$ cat src/rtl/id_ex_if.sv
// ID/EX pipeline-register bundle: decoded ID-stage fields in, registered EX-stage fields out,
// plus the hazard/stall side-band shared with the front end.
interface id_ex_if;
    logic        ID_shift_imm, ID_m_size, ID_m_enable, ID_m_rw;
    logic        ID_Load_Inst, ID_S, ID_RF_enable, ID_B_instr;
    logic [3:0]  ID_ALU_Op;
    logic [31:0] ID_A, ID_B;
    logic [11:0] ID_imm;
    logic [3:0]  ID_Rn, ID_Rm, ID_Rd;
    logic        ID_use_Rn, ID_use_Rm;
    logic        cond_pass, flush, hold;

    logic        EX_shift_imm, EX_m_size, EX_m_enable, EX_m_rw;
    logic        EX_Load_Inst, EX_S, EX_RF_enable, EX_B_instr;
    logic [3:0]  EX_ALU_Op;
    logic [31:0] EX_A, EX_B;
    logic [11:0] EX_imm;
    logic [3:0]  EX_Rn, EX_Rm, EX_Rd;
    logic        EX_valid;
    logic        stall_IF_ID;
    logic [15:0] bubble_cnt;

    modport master (
        output ID_shift_imm, ID_m_size, ID_m_enable, ID_m_rw,
        output ID_Load_Inst, ID_S, ID_RF_enable, ID_B_instr,
        output ID_ALU_Op, ID_A, ID_B, ID_imm, ID_Rn, ID_Rm, ID_Rd,
        output ID_use_Rn, ID_use_Rm, cond_pass, flush, hold,
        input  EX_shift_imm, EX_m_size, EX_m_enable, EX_m_rw,
        input  EX_Load_Inst, EX_S, EX_RF_enable, EX_B_instr,
        input  EX_ALU_Op, EX_A, EX_B, EX_imm, EX_Rn, EX_Rm, EX_Rd,
        input  EX_valid, stall_IF_ID, bubble_cnt
    );

    modport slave (
        input  ID_shift_imm, ID_m_size, ID_m_enable, ID_m_rw,
        input  ID_Load_Inst, ID_S, ID_RF_enable, ID_B_instr,
        input  ID_ALU_Op, ID_A, ID_B, ID_imm, ID_Rn, ID_Rm, ID_Rd,
        input  ID_use_Rn, ID_use_Rm, cond_pass, flush, hold,
        output EX_shift_imm, EX_m_size, EX_m_enable, EX_m_rw,
        output EX_Load_Inst, EX_S, EX_RF_enable, EX_B_instr,
        output EX_ALU_Op, EX_A, EX_B, EX_imm, EX_Rn, EX_Rm, EX_Rd,
        output EX_valid, stall_IF_ID, bubble_cnt
    );
endinterface

$ cat src/rtl/id_ex_reg.sv
// ID/EX pipeline register with load-use hazard detection, bubble insertion on
// flush / hazard / failed condition, memory-stall hold and a saturating bubble counter.
module id_ex_reg (
    input  logic     clk,
    input  logic     reset_n,
    id_ex_if.slave   bus
);
    // Control bit order: {shift_imm, m_size, m_enable, m_rw, load, S, rf_enable, b_instr}
    logic [7:0]  ctrl_d, ctrl_q;
    logic [3:0]  alu_op_d, alu_op_q;
    logic [31:0] a_d, a_q, b_d, b_q;
    logic [11:0] imm_d, imm_q;
    logic [3:0]  rn_d, rn_q, rm_d, rm_q, rd_d, rd_q;
    logic        valid_d, valid_q;
    logic [15:0] cnt_d, cnt_q;
    logic        hz_s, bubble_s;

    assign hz_s = valid_q & ctrl_q[3] &
                  ((bus.ID_use_Rn & (bus.ID_Rn == rd_q)) |
                   (bus.ID_use_Rm & (bus.ID_Rm == rd_q)));
    assign bubble_s        = bus.flush | hz_s | ~bus.cond_pass;
    assign bus.stall_IF_ID = hz_s | bus.hold;

    // Next-state selection: hold freezes, bubble zeroes control but keeps data, else load.
    always_comb begin
        ctrl_d   = ctrl_q;
        alu_op_d = alu_op_q;
        a_d      = a_q;
        b_d      = b_q;
        imm_d    = imm_q;
        rn_d     = rn_q;
        rm_d     = rm_q;
        rd_d     = rd_q;
        valid_d  = valid_q;
        cnt_d    = cnt_q;
        if (bus.hold) begin
            valid_d = valid_q;
        end else begin
            a_d   = bus.ID_A;
            b_d   = bus.ID_B;
            imm_d = bus.ID_imm;
            rn_d  = bus.ID_Rn;
            rm_d  = bus.ID_Rm;
            rd_d  = bus.ID_Rd;
            if (bubble_s) begin
                ctrl_d   = 8'h00;
                alu_op_d = 4'h0;
                valid_d  = 1'b0;
                if (cnt_q != 16'hFFFF) begin
                    cnt_d = cnt_q + 16'd1;
                end else begin
                    cnt_d = cnt_q;
                end
            end else begin
                ctrl_d   = {bus.ID_shift_imm, bus.ID_m_size, bus.ID_m_enable, bus.ID_m_rw,
                            bus.ID_Load_Inst, bus.ID_S, bus.ID_RF_enable, bus.ID_B_instr};
                alu_op_d = bus.ID_ALU_Op;
                valid_d  = 1'b1;
            end
        end
    end

    // State registers with asynchronous clear.
    always_ff @(posedge clk or negedge reset_n) begin
        if (!reset_n) begin
            ctrl_q   <= 8'h00;
            alu_op_q <= 4'h0;
            a_q      <= 32'h0;
            b_q      <= 32'h0;
            imm_q    <= 12'h0;
            rn_q     <= 4'h0;
            rm_q     <= 4'h0;
            rd_q     <= 4'h0;
            valid_q  <= 1'b0;
            cnt_q    <= 16'h0;
        end else begin
            ctrl_q   <= ctrl_d;
            alu_op_q <= alu_op_d;
            a_q      <= a_d;
            b_q      <= b_d;
            imm_q    <= imm_d;
            rn_q     <= rn_d;
            rm_q     <= rm_d;
            rd_q     <= rd_d;
            valid_q  <= valid_d;
            cnt_q    <= cnt_d;
        end
    end

    assign bus.EX_shift_imm = ctrl_q[7];
    assign bus.EX_m_size    = ctrl_q[6];
    assign bus.EX_m_enable  = ctrl_q[5];
    assign bus.EX_m_rw      = ctrl_q[4];
    assign bus.EX_Load_Inst = ctrl_q[3];
    assign bus.EX_S         = ctrl_q[2];
    assign bus.EX_RF_enable = ctrl_q[1];
    assign bus.EX_B_instr   = ctrl_q[0];
    assign bus.EX_ALU_Op    = alu_op_q;
    assign bus.EX_A         = a_q;
    assign bus.EX_B         = b_q;
    assign bus.EX_imm       = imm_q;
    assign bus.EX_Rn        = rn_q;
    assign bus.EX_Rm        = rm_q;
    assign bus.EX_Rd        = rd_q;
    assign bus.EX_valid     = valid_q;
    assign bus.bubble_cnt   = cnt_q;
endmodule

$ cat src/flat_wrapper.sv
// flat-port wrapper written by rule: the top's interface ports become plain ports
module id_ex_reg_flat 
  (clk, reset_n, bus_ID_shift_imm, bus_ID_m_size, bus_ID_m_enable, bus_ID_m_rw, bus_ID_Load_Inst, bus_ID_S, bus_ID_RF_enable, bus_ID_B_instr, bus_ID_ALU_Op, bus_ID_A, bus_ID_B, bus_ID_imm, bus_ID_Rn, bus_ID_Rm, bus_ID_Rd, bus_ID_use_Rn, bus_ID_use_Rm, bus_cond_pass, bus_flush, bus_hold, bus_EX_shift_imm, bus_EX_m_size, bus_EX_m_enable, bus_EX_m_rw, bus_EX_Load_Inst, bus_EX_S, bus_EX_RF_enable, bus_EX_B_instr, bus_EX_ALU_Op, bus_EX_A, bus_EX_B, bus_EX_imm, bus_EX_Rn, bus_EX_Rm, bus_EX_Rd, bus_EX_valid, bus_stall_IF_ID, bus_bubble_cnt);
  id_ex_if bus_i ();
  input  logic clk;
  input  logic reset_n;
  input wire logic [$bits(bus_i.ID_shift_imm)-1:0] bus_ID_shift_imm;
  input wire logic [$bits(bus_i.ID_m_size)-1:0] bus_ID_m_size;
  input wire logic [$bits(bus_i.ID_m_enable)-1:0] bus_ID_m_enable;
  input wire logic [$bits(bus_i.ID_m_rw)-1:0] bus_ID_m_rw;
  input wire logic [$bits(bus_i.ID_Load_Inst)-1:0] bus_ID_Load_Inst;
  input wire logic [$bits(bus_i.ID_S)-1:0] bus_ID_S;
  input wire logic [$bits(bus_i.ID_RF_enable)-1:0] bus_ID_RF_enable;
  input wire logic [$bits(bus_i.ID_B_instr)-1:0] bus_ID_B_instr;
  input wire logic [$bits(bus_i.ID_ALU_Op)-1:0] bus_ID_ALU_Op;
  input wire logic [$bits(bus_i.ID_A)-1:0] bus_ID_A;
  input wire logic [$bits(bus_i.ID_B)-1:0] bus_ID_B;
  input wire logic [$bits(bus_i.ID_imm)-1:0] bus_ID_imm;
  input wire logic [$bits(bus_i.ID_Rn)-1:0] bus_ID_Rn;
  input wire logic [$bits(bus_i.ID_Rm)-1:0] bus_ID_Rm;
  input wire logic [$bits(bus_i.ID_Rd)-1:0] bus_ID_Rd;
  input wire logic [$bits(bus_i.ID_use_Rn)-1:0] bus_ID_use_Rn;
  input wire logic [$bits(bus_i.ID_use_Rm)-1:0] bus_ID_use_Rm;
  input wire logic [$bits(bus_i.cond_pass)-1:0] bus_cond_pass;
  input wire logic [$bits(bus_i.flush)-1:0] bus_flush;
  input wire logic [$bits(bus_i.hold)-1:0] bus_hold;
  output wire logic [$bits(bus_i.EX_shift_imm)-1:0] bus_EX_shift_imm;
  output wire logic [$bits(bus_i.EX_m_size)-1:0] bus_EX_m_size;
  output wire logic [$bits(bus_i.EX_m_enable)-1:0] bus_EX_m_enable;
  output wire logic [$bits(bus_i.EX_m_rw)-1:0] bus_EX_m_rw;
  output wire logic [$bits(bus_i.EX_Load_Inst)-1:0] bus_EX_Load_Inst;
  output wire logic [$bits(bus_i.EX_S)-1:0] bus_EX_S;
  output wire logic [$bits(bus_i.EX_RF_enable)-1:0] bus_EX_RF_enable;
  output wire logic [$bits(bus_i.EX_B_instr)-1:0] bus_EX_B_instr;
  output wire logic [$bits(bus_i.EX_ALU_Op)-1:0] bus_EX_ALU_Op;
  output wire logic [$bits(bus_i.EX_A)-1:0] bus_EX_A;
  output wire logic [$bits(bus_i.EX_B)-1:0] bus_EX_B;
  output wire logic [$bits(bus_i.EX_imm)-1:0] bus_EX_imm;
  output wire logic [$bits(bus_i.EX_Rn)-1:0] bus_EX_Rn;
  output wire logic [$bits(bus_i.EX_Rm)-1:0] bus_EX_Rm;
  output wire logic [$bits(bus_i.EX_Rd)-1:0] bus_EX_Rd;
  output wire logic [$bits(bus_i.EX_valid)-1:0] bus_EX_valid;
  output wire logic [$bits(bus_i.stall_IF_ID)-1:0] bus_stall_IF_ID;
  output wire logic [$bits(bus_i.bubble_cnt)-1:0] bus_bubble_cnt;
  assign bus_i.ID_shift_imm = bus_ID_shift_imm;
  assign bus_i.ID_m_size = bus_ID_m_size;
  assign bus_i.ID_m_enable = bus_ID_m_enable;
  assign bus_i.ID_m_rw = bus_ID_m_rw;
  assign bus_i.ID_Load_Inst = bus_ID_Load_Inst;
  assign bus_i.ID_S = bus_ID_S;
  assign bus_i.ID_RF_enable = bus_ID_RF_enable;
  assign bus_i.ID_B_instr = bus_ID_B_instr;
  assign bus_i.ID_ALU_Op = bus_ID_ALU_Op;
  assign bus_i.ID_A = bus_ID_A;
  assign bus_i.ID_B = bus_ID_B;
  assign bus_i.ID_imm = bus_ID_imm;
  assign bus_i.ID_Rn = bus_ID_Rn;
  assign bus_i.ID_Rm = bus_ID_Rm;
  assign bus_i.ID_Rd = bus_ID_Rd;
  assign bus_i.ID_use_Rn = bus_ID_use_Rn;
  assign bus_i.ID_use_Rm = bus_ID_use_Rm;
  assign bus_i.cond_pass = bus_cond_pass;
  assign bus_i.flush = bus_flush;
  assign bus_i.hold = bus_hold;
  assign bus_EX_shift_imm = bus_i.EX_shift_imm;
  assign bus_EX_m_size = bus_i.EX_m_size;
  assign bus_EX_m_enable = bus_i.EX_m_enable;
  assign bus_EX_m_rw = bus_i.EX_m_rw;
  assign bus_EX_Load_Inst = bus_i.EX_Load_Inst;
  assign bus_EX_S = bus_i.EX_S;
  assign bus_EX_RF_enable = bus_i.EX_RF_enable;
  assign bus_EX_B_instr = bus_i.EX_B_instr;
  assign bus_EX_ALU_Op = bus_i.EX_ALU_Op;
  assign bus_EX_A = bus_i.EX_A;
  assign bus_EX_B = bus_i.EX_B;
  assign bus_EX_imm = bus_i.EX_imm;
  assign bus_EX_Rn = bus_i.EX_Rn;
  assign bus_EX_Rm = bus_i.EX_Rm;
  assign bus_EX_Rd = bus_i.EX_Rd;
  assign bus_EX_valid = bus_i.EX_valid;
  assign bus_stall_IF_ID = bus_i.stall_IF_ID;
  assign bus_bubble_cnt = bus_i.bubble_cnt;
  id_ex_reg u_core (.clk(clk), .reset_n(reset_n), .bus(bus_i));
endmodule
$ cat config.mk
export PLATFORM = sky130hd
export DESIGN_NAME = id_ex_reg_flat
export DESIGN_NICKNAME = d
export VERILOG_FILES = /design/src/rtl/id_ex_if.sv /design/src/rtl/id_ex_reg.sv /design/src/flat_wrapper.sv
export SDC_FILE = /design/constraint.sdc
export NUM_CORES = 1
export LEC_CHECK = 0
export CORE_MARGIN = 2
export CORE_UTILIZATION = 41
export DETAILED_ROUTE_END_ITERATION = 8
export GPL_ROUTABILITY_DRIVEN = 0
export PLACE_DENSITY = 0.84
export SETUP_SLACK_MARGIN = 0.3
export SLEW_MARGIN = 20
export SYNTH_ARGS = -nofsm -noshare
export SYNTH_HDL_FRONTEND = slang
export SYNTH_SLANG_ARGS = --single-unit
export TNS_END_PERCENT = 10
$ cat constraint.sdc
create_clock -name clk -period 2.22 [get_ports clk]
set_input_delay 0.444 -clock clk [delete_from_list [all_inputs] [get_ports clk]]
set_output_delay 0.444 -clock clk [all_outputs]
set_load 0.02 [all_outputs]
==> results.ini <==
[cells_and_area]
nFillCells = 773
multi_input_area_um2 = 1730
area_growth_pct = 68.5
layout-drive-gt1-share_pct = 29.3
diodes = 0
fin_area_um2 = 7820
regArea_um2 = 2930
final_nets = 678

[die]
die_w_um = 110
start_util_pct = 42.4
die_area_um2 = 12200
ios = 225
core.rowCount = 38
core_um2 = 10900
die_h_um = 110

[worst_setup_path]
worstSetupPathDepth = 5
critPathBufInv = 1
cp_max_fo = 3
crit_chain = xnor2_2, nand4_1, or4_4, nand3b_1, buf_6
cp_top_family = simple AND/OR/NAND/NOR gates
critPathLaunchType = register
rr_endpoint = u_core.bus.bubble_cnt[4]
reg2reg_from = u_core.bus.EX_Rd[0]
r2r_cells = 10
cp-endpoint = bus_stall_IF_ID
crit_start = u_core.bus.EX_Rd[0]
worstSetupEndpointType = output port
reg2reg_slack_ps = 30
cp_data_required_time_ps = 1780
slowest_stage = dfrtp_2
path_class = register to output port
crit_path_max_incr_delay_ps = 450
crit_arrival_ps = 1840

[synthesis]
yosys.cell_types.count = 25
synthCells = 322
synth-seq-cells = 117
synthMuxAreaShare_pct = 21.6
synth_compound_area_share_pct = 1.54
synthArstFlopShare_pct = 100
post-synth-top-count-cell = dfrtp_1
synth_edf_count = 0
synthXorXnorAreaFrac_pct = 4.34
synthAdderAreaFrac_pct = 0.270
synthSimpleGateAreaFrac_pct = 7.33
synth_area_um2 = 4640
yosys.area.top_type = dfrtp_1
syn_nets = 430
ys_seq_area_share_pct = 63.1
synth_top_family_by_area = multiplexers
synth.area.top_cells = dfrtp_1 (63%), mux2_2 (22%), xnor2_1 (2.5%)
yosys_warnings = 0
avgSynthCellArea_um2 = 14.4
netlist.area_leader.share_pct = 63.1
synth_commonest_cells = dfrtp_1 (117), mux2_2 (89), nand2_1 (27), xnor2_1 (13)
synthFlopType = dfrtp_1

[pwr]
combPwrFrac_pct = 22.5
pwr-share-clk_pct = 37.9
swShare_pct = 26.9
p_sw_w = 0.00173
vdd_drop_max_mv = 0.463
seqPwrFrac_pct = 39.6
power_density_nw_per_um2 = 822
power.leakage_nw = 3.41
p_int_w = 0.00470

[drt]
avgViaCountPerCell = 4.93
drt_first_pass_iters = 4
wl_met3_um = 855
avgRoutedWirePerCell_um = 16.9
postRouteAntennaNets = 0
drt_iter0_markers = 107
vias = 3546
top_layer = met4
wl_um = 12200
met2_length_um = 6420
drt_drc_violations_left = 0
wl_met1_um = 4650

[sta]
rsz0062_at_grt = true
slew_violations = 0
worst_slew_pin_slew_ps = 628
period_needed_ps = 2280
hold_viol_final = 2
timing.fmax_mhz = 438
finalClockSkew_ps = 8.87
final.period_utilization_pct = 103
tns_ps = -63.1
timing.final.ws_setup_ps = -63.1
hold_ws_ps = -5.62
slew_headroom_pct = 58.1
setup_violations = 1

[clock_tree]
clk_path_buf_depth = 2
htreeDepth = 4
clockRootBuffer = clkbuf_16
cts_sinks = 117
cts_tree = built
cts_made_buffers = 17
postCtsHoldBufs = 0
clk_pin_slew_worst_paths_ps = 50
clk_latency_ps = 400

[global_routing]
grt_pass1_vias = 3920
grt_overflow = 0
antenna_found_initial = 0
grt_max_degree = 50
grt_pass1_wl_um = 19600
track_usage_pct = 20.0

[place]
post-dp-hpwl_um = 8760
io_buffer_count = 224
placed_area_um2 = 7110

[hold_path]
hp-class = input port to async pin

[outcome]
status = complete, but fails checks
violations = negative hold slack, negative setup slack

[flow_run]
maxCapViolCount = 0

[worst min-delay path by stage]
| stage | from | endpoint | slack [ps] | depth (start not counted) |
|---|---|---|---|---|
| after floorplan | reset_n | u_core.bus.EX_ALU_Op[0] | 150 | 0 |
| after global routing | reset_n | u_core.bus.EX_B[22] | 20 | 1 |
| after detailed placement | reset_n | u_core.bus.EX_B[22] | 430 | 1 |
| final | reset_n | u_core.bus.EX_B[22] | -6 | 1 |
| after global placement | reset_n | u_core.bus.EX_B[22] | 420 | 1 |
| after CTS | reset_n | u_core.bus.EX_B[22] | 5 | 1 |
[final cells by class]
| cell class | instances | share of cell area, % |
|---|---|---|
| Sequential cell | 117 | 37.5 |
| Timing Repair Buffer | 245 | 31.4 |
| Multi-Input combinational cell | 189 | 22.1 |
| Clock buffer | 19 | 5.66 |
| Tap cell | 140 | 2.24 |
| Clock inverter | 10 | 1.10 |
[registers in the layout, summed over array words and instances, names as in the netlist]
name and cells:
u_core.bus.EX_A 32, u_core.bus.EX_B 32, u_core.bus.bubble_cnt 16, u_core.bus.EX_imm 12, u_core.ctrl_q 8, u_core.bus.EX_ALU_Op 4
u_core.bus.EX_Rd 4, u_core.bus.EX_Rm 4, u_core.bus.EX_Rn 4, u_core.bus.EX_valid 1
[per-stage QoR]
step | utilization, % | std cells | setup slack [ps] | total power [W]
global route | 71.5 | 720 | -113 | 0.00671
floorplan | - | 322 | 293 | 0.00318
CTS | 70.6 | 715 | -77.1 | 0.00649
global placement | 65.0 | 684 | -542 | 0.00397
detailed placement | 65.0 | 684 | -605 | 0.00402
finish | 71.5 | 720 | -63.1 | 0.00643
[kinds of logic (layout without fill, tap and decap cells)]
logic type / after synthesis / in the layout
XOR/XNOR: 23 / 23
buffers and inverters: 17 / 274
adder cells (fa/ha/maj): 1 / 1
flip-flops: 117 / 117
AO/OA/AOI/OAI: 14 / 14
AND/OR/NAND/NOR: 61 / 62
multiplexers: 89 / 89
[power by group through the flow]
stage / logic, W / clock network, W / registers [W]
2_1_floorplan: 0.000326 / 0 / 0.00285
3_3_place_gp: 0.00141 / 0 / 0.00256
3_5_place_dp: 0.00144 / 0 / 0.00258
4_1_cts: 0.00145 / 0.00249 / 0.00255
5_1_grt: 0.00153 / 0.00260 / 0.00258
6_report: 0.00145 / 0.00244 / 0.00255
[repair_timing]
item	4_1_cts	5_1_grt
pin swaps	33	20
gates resized for setup	37	21
buffers inserted	1	4
cloned	1	1
endpoints found under the setup margin	30	37
[worst register-to-register path, delay by kind of cell (launching register included)]
family	cells	cell delay (ps)
xor gates and xnor gates	2	330
DFF	1	450
buffers and inverters	4	490
and+or+nand+nor	4	840
[layout by cell type (no fill, tap or decap), drive strengths merged, types with 5 or more instances in the layout]
cell           count
and3               7
buf               24
clkbuf            19
clkdlybuf4s50    198
clkinv             6
dfrtp            117
dlygate4sd2       14
dlymetal6s2s       9
mux2              89
nand2             27
nand3              5
nand4             11
o21ai             13
xnor2             13
xor2              10
[routing by layer]
layer | GRT usage (%) | vias to the layer above
li1 | - | 1620
met2 | 34.8 | 149
met1 | 22.4 | 1758
met3 | 6.92 | 19
met4 | 7.83 | 0
met5 | 0 | -
Power figures use the tool's default switching activity.
